`config.mk`:
```
export PLATFORM = sky130hd
export DESIGN_NAME = ram_arbiter
export DESIGN_NICKNAME = d
export VERILOG_FILES = /design/src/rtl/ram_arbiter.sv
export SDC_FILE = /design/constraint.sdc
export NUM_CORES = 1
export LEC_CHECK = 0
export BUFFER_PORTS_ARGS = -buffer_cell sky130_fd_sc_hd__buf_4
export CAP_MARGIN = 20
export CORE_MARGIN = 2
export CORE_UTILIZATION = 47
export DETAILED_ROUTE_END_ITERATION = 10
export PLACE_DENSITY = 0.8
export SLEW_MARGIN = 20
export SYNTH_ARGS = -nofsm -noshare
export SYNTH_HDL_FRONTEND = slang
export SYNTH_SLANG_ARGS = --single-unit
```
`constraint.sdc`:
```
create_clock -name clock -period 1.9 [get_ports clock]
set_clock_uncertainty 0.05 [all_clocks]
set_input_delay 0.095 -clock clock [delete_from_list [all_inputs] [get_ports clock]]
set_output_delay 0.095 -clock clock [all_outputs]
set_load 0.005 [all_outputs]
```
`src/rtl/ram_arbiter.sv`:
```
// Two-port round-robin arbiter/sequencer for a single-port data RAM.
// One access in flight; RAM control driven for exactly one cycle per access.
module ram_arbiter #(
  parameter int unsigned ADDR_W = 18,
  parameter int unsigned DATA_W = 24,
  parameter int unsigned BE_W   = DATA_W / 8,
  parameter int unsigned RD_LAT = 1
) (
  input  logic              clock,
  input  logic              reset_n,
  input  logic              a_req,
  input  logic              a_we,
  input  logic [ADDR_W-1:0] a_addr,
  input  logic [DATA_W-1:0] a_wdata,
  input  logic [BE_W-1:0]   a_be,
  input  logic              b_req,
  input  logic              b_we,
  input  logic [ADDR_W-1:0] b_addr,
  input  logic [DATA_W-1:0] b_wdata,
  input  logic [BE_W-1:0]   b_be,
  output logic              a_gnt,
  output logic              b_gnt,
  output logic              a_ack,
  output logic              b_ack,
  output logic [DATA_W-1:0] a_rdata,
  output logic [DATA_W-1:0] b_rdata,
  output logic [ADDR_W-1:0] ram_address,
  output logic [DATA_W-1:0] ram_data,
  output logic              ram_wren,
  output logic [BE_W-1:0]   ram_byteena,
  input  logic [DATA_W-1:0] ram_q
);

  localparam int unsigned CNT_W = $clog2(RD_LAT + 1);

  typedef enum logic [1:0] {S_IDLE, S_ISSUE, S_WAIT} state_t;

  state_t              r_state, w_next;
  logic                r_last_b, r_sel_b;
  logic                r_we;
  logic [ADDR_W-1:0]   r_addr;
  logic [DATA_W-1:0]   r_wdata;
  logic [BE_W-1:0]     r_be;
  logic [CNT_W-1:0]    r_cnt;
  logic                r_a_gnt, r_b_gnt, r_a_ack, r_b_ack;
  logic [DATA_W-1:0]   r_a_rdata, r_b_rdata;
  logic                w_accept, w_win_b, w_done, w_issue, w_cnt_last;

  assign w_cnt_last = (r_cnt == CNT_W'(1));

  always_ff @(posedge clock or negedge reset_n) begin
    if (!reset_n) r_state <= S_IDLE;
    else          r_state <= w_next;
  end

  always_comb begin
    w_next   = r_state;
    w_accept = 1'b0;
    w_win_b  = 1'b0;
    w_done   = 1'b0;
    case (r_state)
      S_IDLE: begin
        if (a_req || b_req) begin
          w_accept = 1'b1;
          // B wins when alone, or when contested and A won last time
          w_win_b  = b_req && (!a_req || !r_last_b);
          w_next   = S_ISSUE;
        end
      end
      S_ISSUE: begin
        w_done = r_we;
        w_next = r_we ? S_IDLE : S_WAIT;
      end
      S_WAIT: begin
        if (w_cnt_last) begin
          w_done = 1'b1;
          w_next = S_IDLE;
        end
      end
      default: w_next = S_IDLE;
    endcase
  end

  always_ff @(posedge clock or negedge reset_n) begin
    if (!reset_n) begin
      r_last_b  <= 1'b1;
      r_sel_b   <= 1'b0;
      r_we      <= 1'b0;
      r_addr    <= '0;
      r_wdata   <= '0;
      r_be      <= '0;
      r_cnt     <= '0;
      r_a_gnt   <= 1'b0;
      r_b_gnt   <= 1'b0;
      r_a_ack   <= 1'b0;
      r_b_ack   <= 1'b0;
      r_a_rdata <= '0;
      r_b_rdata <= '0;
    end else begin
      r_a_gnt <= w_accept && !w_win_b;
      r_b_gnt <= w_accept && w_win_b;
      r_a_ack <= w_done && !r_sel_b;
      r_b_ack <= w_done && r_sel_b;
      if (w_accept) begin
        r_sel_b  <= w_win_b;
        r_last_b <= w_win_b;
        r_we     <= w_win_b ? b_we    : a_we;
        r_addr   <= w_win_b ? b_addr  : a_addr;
        r_wdata  <= w_win_b ? b_wdata : a_wdata;
        r_be     <= w_win_b ? b_be    : a_be;
      end
      if (r_state == S_ISSUE && !r_we) r_cnt <= CNT_W'(RD_LAT);
      else if (r_state == S_WAIT)      r_cnt <= r_cnt - CNT_W'(1);
      if (r_state == S_WAIT && w_cnt_last) begin
        if (r_sel_b) r_b_rdata <= ram_q;
        else         r_a_rdata <= ram_q;
      end
    end
  end

  // Address/data come straight from the latch, which only changes on accept,
  // so they naturally hold their last values outside ISSUE.
  assign w_issue     = (r_state == S_ISSUE);
  assign ram_address = r_addr;
  assign ram_data    = r_wdata;
  assign ram_wren    = w_issue && r_we;
  assign ram_byteena = (w_issue && r_we) ? r_be : '0;

  assign a_gnt   = r_a_gnt;
  assign b_gnt   = r_b_gnt;
  assign a_ack   = r_a_ack;
  assign b_ack   = r_b_ack;
  assign a_rdata = r_a_rdata;
  assign b_rdata = r_b_rdata;

endmodule

```
==> metrics.yaml, run 1 <==
min_period_over_period: 0.8922
drt-initial-drc-count: 435
cp_max_fo: 93
netlist_area_um2: 4692
startpoint_type: "register"
dieArea_um2: 10800
dp_cells: 731
maxCapViolCount: 0
clock_latency_ps: 370
setup_viol: 0
port-buffer-count: 217
place_area_um2: 6407
grt_pass1_vias: 5061
min_period_ps: 1695
dp_slack_ps: 165.0
hpwl_um: 9278
antenna_cells: 0
ys_seq_area_frac: 0.5496
clock.fmax_mhz: 589.9
cts-htree-levels: 3
grt_max_degree: 94
worstHoldStart: "b_addr[2]"
gp_congestion: 0.7873
hold_viol: 0
syn_nets: 535
fin_setup_tns_ps: 0
drive_above_1_share: 0.4156
hold-path-endpoint: "ram_address[2]"
grt_usage: 0.3136
start_util: 0.4823
synth_seq_cells: 103
p_per_area_nw_per_um2: 1386
fin_ws_ps: 204.8
cts_made_buffers: 9
crit_type: "register to register"
r2r_start: "r_state[0]"
antenna_found_initial: 0
rr_endpoint: "ram_data[22]"
drv_slew: 0
via_per_inst: 5.733
io-pin-count: 218
coreArea_um2: 9729
clockBufferDepth: 2
die_h_um: 103.9
cts_tree: "done"
yosysUniqueCellTypes: 34
synth_cells: 411
layout_common_cells: "224 x buf_4, 116 x dlygate4sd3_1, 102 x dfrtp_1"
worstPathArrival_ps: 1930
irDropWorstVdd_uv: 758.1
yosysWarnings: 0
routed_wl_um: 16800
cts.clk_slew.worst_paths_ps: 90
via_count: 4942
hold_depth: 3
relSlewSlack: 0.6635
firstDrtPassIters: 5
grt_first_pass_wirelength_um: 27100
worst_pin_slew_ps: 504.7
clock-sinks: 103
crit_required_ps: 2140
rows: 36
status: "complete, no violations"
fillers: 546
area_growth_pct: 65.71
final_common_cell: "buf_4"
fin_nets: 849
postCtsSetupRepairBufs: 0
crit_path_end_kind: "register"
cp-startpoint: "r_state[0]"
ant_nets: 0
stdcell_area_um2: 7775
grt_setup_unrepaired: "no"
wl_per_cell_um: 19.49
fp.dieW_um: 103.9
postSynthAreaPerCell_um2: 11.42
reg2reg_depth: 6
post-route-drc-count: 0
instances_no_fill: 862
hold_class: "primary input to register"
leakagePower_nw: 3.455
cts_root_buffer: "clkbuf_8"
reg2reg_slack_ps: 200
overflow: 0
[Yosys cell counts, drive strengths merged]
library cell / n / share of area
dfrtp: 102 / 0.54
mux2: 49 / 0.12
nor2: 49 / 0.039
o21ai: 47 / 0.050
a31oi: 46 / 0.061
o2111ai: 46 / 0.086
buf: 25 / 0.033
clkbuf: 18 / 0.019
ha: 4 / 0.011
inv: 4 / 0.0032
and3: 3 / 0.0040
a21oi: 2 / 0.0021
and2: 2 / 0.0029
o22ai: 2 / 0.0027
a21o: 1 / 0.0019
and2b: 1 / 0.0016
and3b: 1 / 0.0021
dfstp: 1 / 0.0056
nand2: 1 / 0.00080
nand2b: 1 / 0.0013
nand3: 1 / 0.0021
nand3b: 1 / 0.0024
nor2b: 1 / 0.0013
nor3b: 1 / 0.0016
o21a: 1 / 0.0016
xnor2: 1 / 0.0019
[area by class of cell]
| class | count | area (um^2) | share of cell area |
|---|---|---|---|
| well taps | 133 | 166.4 | 0.02140 |
| flip-flops and latches | 103 | 2579 | 0.3317 |
| repair buffers | 346 | 2954 | 0.3799 |
| inverters | 4 | 15.01 | 0.001931 |
| multi-input cells | 261 | 1858 | 0.2390 |
| clock inverters | 6 | 78.83 | 0.01014 |
| clock buffers | 9 | 123.9 | 0.01593 |
[flip-flops by register name, summed over array words and instances, names as in the netlist]
name         count
a_ack            1
a_gnt            1
a_rdata         24
b_ack            1
b_gnt            1
b_rdata         24
r_be             3
r_cnt            1
r_last_b         1
r_sel_b          1
r_state          2
r_we             1
ram_address     18
ram_data        24
[logic make-up (layout without fill, tap and decap cells)]
family,count (synthesis),count (layout),share of synthesized area
buf+inv,47,365,0.05520
flops,103,103,0.5496
xor+xnor,1,1,0.001867
fa+ha+maj,4,4,0.01067
mux,49,49,0.1176
simple gates,62,62,0.05947
compound gates,145,145,0.2056
[per-layer routing]
metal  wire length, um  up-vias  GRT usage
met3              1542       54    0.08396
met2              7861      349     0.4995
met5                 0        -          0
met1              6802     2359     0.4093
li1                  -     2180          -
met4               597        0     0.1264
[worst max path at each step]
stage,endpoint,cells past startpoint
2_1_floorplan,ram_address[12],7
3_3_place_gp,ram_address[1],5
5_1_grt,ram_data[22],6
6_report,ram_data[22],6
4_1_cts,ram_data[6],5
3_5_place_dp,ram_data[6],5
[metrics by stage]
stage                     total power [mW]  hold slack [ps]  utilization
after CTS                            10.56            1.616       0.7977
final                                10.78            36.74       0.7991
after global placement               8.762            20.51       0.6586
after floorplan                      6.442           -250.6            -
after detailed placement             8.963            26.28       0.6586
after global routing                 11.43            12.91       0.7991
[power breakdown]
part / internal (mW) / switching (mW)
sequential: 3.32 / 0.726
clock: 0.628 / 0.802
combinational: 2.80 / 2.51
[worst max-delay path, cell delays in order, from the launching register on]
cell and delay, ps:
dfrtp_1 390, inv_1 130, ha_2 240, o21a_2 170, buf_12 310, nor2_1 120, a31oi_1 170
[timing repair]
item	4_1_cts	5_1_grt
hold buffers	115	1
endpoints found under the hold margin	131	1
resized for setup	0	1
endpoints found under the setup margin	0	2
(Power assumes the default switching activity.)
==> run 2, diff against run 1 <==
--- a/config.mk
+++ b/config.mk
@@ -5,6 +5,7 @@
 export SDC_FILE = /design/constraint.sdc
 export NUM_CORES = 1
 export LEC_CHECK = 0
+export ABC_AREA = 1
 export BUFFER_PORTS_ARGS = -buffer_cell sky130_fd_sc_hd__buf_4
 export CAP_MARGIN = 20
 export CORE_MARGIN = 2
==> run 2 against run 1 <==
Maximum frequency decreased by 2.9%. Sequential cell count unchanged. Hold slack got worse by 29 ps. Global-route usage decreased by 4.6 points. Critical endpoint is now ram_data[20]. Highest routed layer unchanged.
==> metrics.yaml, run 2 <==
status: "complete, no violations"
crit_family: "simple AND/OR/NAND/NOR gates"
wl_per_cell_um: 13.93
start_util: 0.4767
synth_mux_area_frac: 0
reg2reg_depth: 9
fin_util: 0.7446
synth_top_area_share: 0.5258
synth_compound_area_frac: 0.05541
switchingPower_mw: 3.794
p_per_area_nw_per_um2: 1308
power_frac_clock: 0.131
gp_congestion: 0.8280
via_per_inst: 4.870
postSynthAreaPerCell_um2: 7.694
async_flop_share: 1.000
antenna_found_initial: 0
hold-path-endpoint: "ram_address[15]"
rr_endpoint: "ram_data[20]"
slowest_delay_ps: 410
synth_seq_cells: 103
worst_pin_slew_ps: 553.5
startpoint_type: "register"
cp_slowest_cell: "dfrtp_1"
hold_class: "primary input to register"
fp.dieW_um: 105.6
overflow: 0
irDropWorstVdd_uv: 714.3
fin_setup_tns_ps: 0
routed_wl_um: 14720
setup_viol: 0
maxCapViolCount: 0
post-route-drc-count: 0
grt_first_pass_wirelength_um: 24160
cp.depth: 9
clockBufferDepth: 2
yosys.area.top_type: "dfrtp_1"
yosys.area_share.simple: 0.2621
postCtsSetupRepairBufs: 0
ant_nets: 0
area_growth_pct: 56.21
min_period_over_period: 0.9193
dp_cells: 961
relSlewSlack: 0.6310
r2r_start: "r_state[0]"
power_mw: 9.922
power.share.combinational: 0.469
via_count: 5148
cts-htree-levels: 3
layout_common_cells: "226 x buf_4, 201 x nand2_1, 128 x inv_1"
clock_latency_ps: 350
drt-initial-drc-count: 377
hold_viol: 0
worstHoldStart: "b_addr[15]"
cp_max_fo: 21
port-buffer-count: 217
yosysUniqueCellTypes: 17
synth_cells: 631
hold_slack_ps: 7.598
crit_path_end_kind: "register"
reg2reg_slack_ps: 150
rows: 37
crit_chain: "inv_1 -> ha_2 -> nand2_1 -> inv_2 -> nand2_2 -> buf_12 -> nand2_1 -> nand3_1 -> nand2_1"
ys_seq_area_frac: 0.5312
cts.clk_slew.worst_paths_ps: 100
grt_usage: 0.2680
instances_no_fill: 1057
firstDrtPassIters: 5
drv_slew: 0
cp-startpoint: "r_state[0]"
syn_nets: 755
yosysWarnings: 0
synth_edf_count: 0
cp_common_cell: "nand2_1"
crit_type: "register to register"
synth_common_cells: "201 x nand2_1, 128 x inv_1, 102 x dfrtp_1"
min_period_ps: 1747
hpwl_um: 9170
fin_nets: 1040
clock.fmax_mhz: 572.5
p_int_mw: 6.128
drive_above_1_share: 0.2736
final_common_cell: "buf_4"
antenna_cells: 0
io-pin-count: 218
synth_ff_type: "dfrtp_1"
synth_top_family_by_area: "simple AND/OR/NAND/NOR gates"
seqPwrFrac: 0.400
coreArea_um2: 10180
yosys-top-cells-area: "dfrtp_1 53%, nand2_1 16%, inv_1 9.9%"
leakagePower_nw: 4.402
synth_most_common_cell: "nand2_1"
grt_max_degree: 104
cts_root_buffer: "clkbuf_8"
grt_pass1_vias: 5200
grt_setup_unrepaired: "no"
dieArea_um2: 11160
synthAdderAreaFrac: 0.01031
clock-sinks: 103
die_h_um: 105.6
crit_buf_inv: 3
hold_depth: 5
synth_xor_area_frac: 0
swShare: 0.3824
cts_made_buffers: 9
cts_tree: "done"
netlist_area_um2: 4855
worstPathArrival_ps: 1990
crit_required_ps: 2150
-- run 2: per-stage QoR --
stage	setup slack, ps	instance area [um^2]
6_report	153.4	7584
5_1_grt	19.83	7584
4_1_cts	120.2	7581
3_5_place_dp	141.1	6593
3_3_place_gp	255.4	6593
2_1_floorplan	437.2	4855
-- run 2: layout make-up --
type,count,area (um^2)
clock buffers,9,123.9
clock inverters,7,63.81
fillers,700,2601
inverters,130,488.0
multi-input cells,363,1602
flip-flops and latches,103,2579
well taps,136,170.2
repair buffers,309,2557
-- run 2: what timing repair did --
item                       4_1_cts  5_1_grt
gates resized for setup          0        1
hold endpoints to repair       189        0
hold buffers                    80        0
setup endpoints to repair        0       16
-- run 2: kinds of logic after synthesis --
family | Yosys count
AND/OR/NAND/NOR | 306
adder cells (fa/ha/maj) | 4
buffers and inverters | 165
AO/OA/AOI/OAI | 53
flip-flops | 103
-- run 2: how the worst max path moves through the flow --
stage / endpoint / slack, ps
floorplan: ram_data[10] / 440
global placement: ram_data[12] / 260
detailed placement: ram_data[12] / 140
CTS: ram_data[12] / 120
global route: ram_data[20] / 20
finish: ram_data[20] / 150
-- run 2: tightest hold or removal path: cells and delay by family --
kind | cells | cell delay, ps
simple gates | 3 | 190
buf+inv | 2 | 110
-- run 2: metal layers --
layer / share of wire / up-vias / GRT usage
met2: 0.49 / 281 / 0.4479
met5: 0 / - / 0
met3: 0.087 / 29 / 0.05504
li1: - / 2465 / -
met4: 0.019 / 0 / 0.09023
met1: 0.41 / 2373 / 0.3494
-- run 2: power by group through the flow --
stage | combinational [mW] | sequential, mW | clock [mW]
finish | 4.65 | 3.97 | 1.30
global route | 5.17 | 4.08 | 1.42
CTS | 4.60 | 3.94 | 1.34
detailed placement | 4.47 | 3.96 | 0
global placement | 4.31 | 3.95 | 0
floorplan | 2.04 | 3.96 | 0
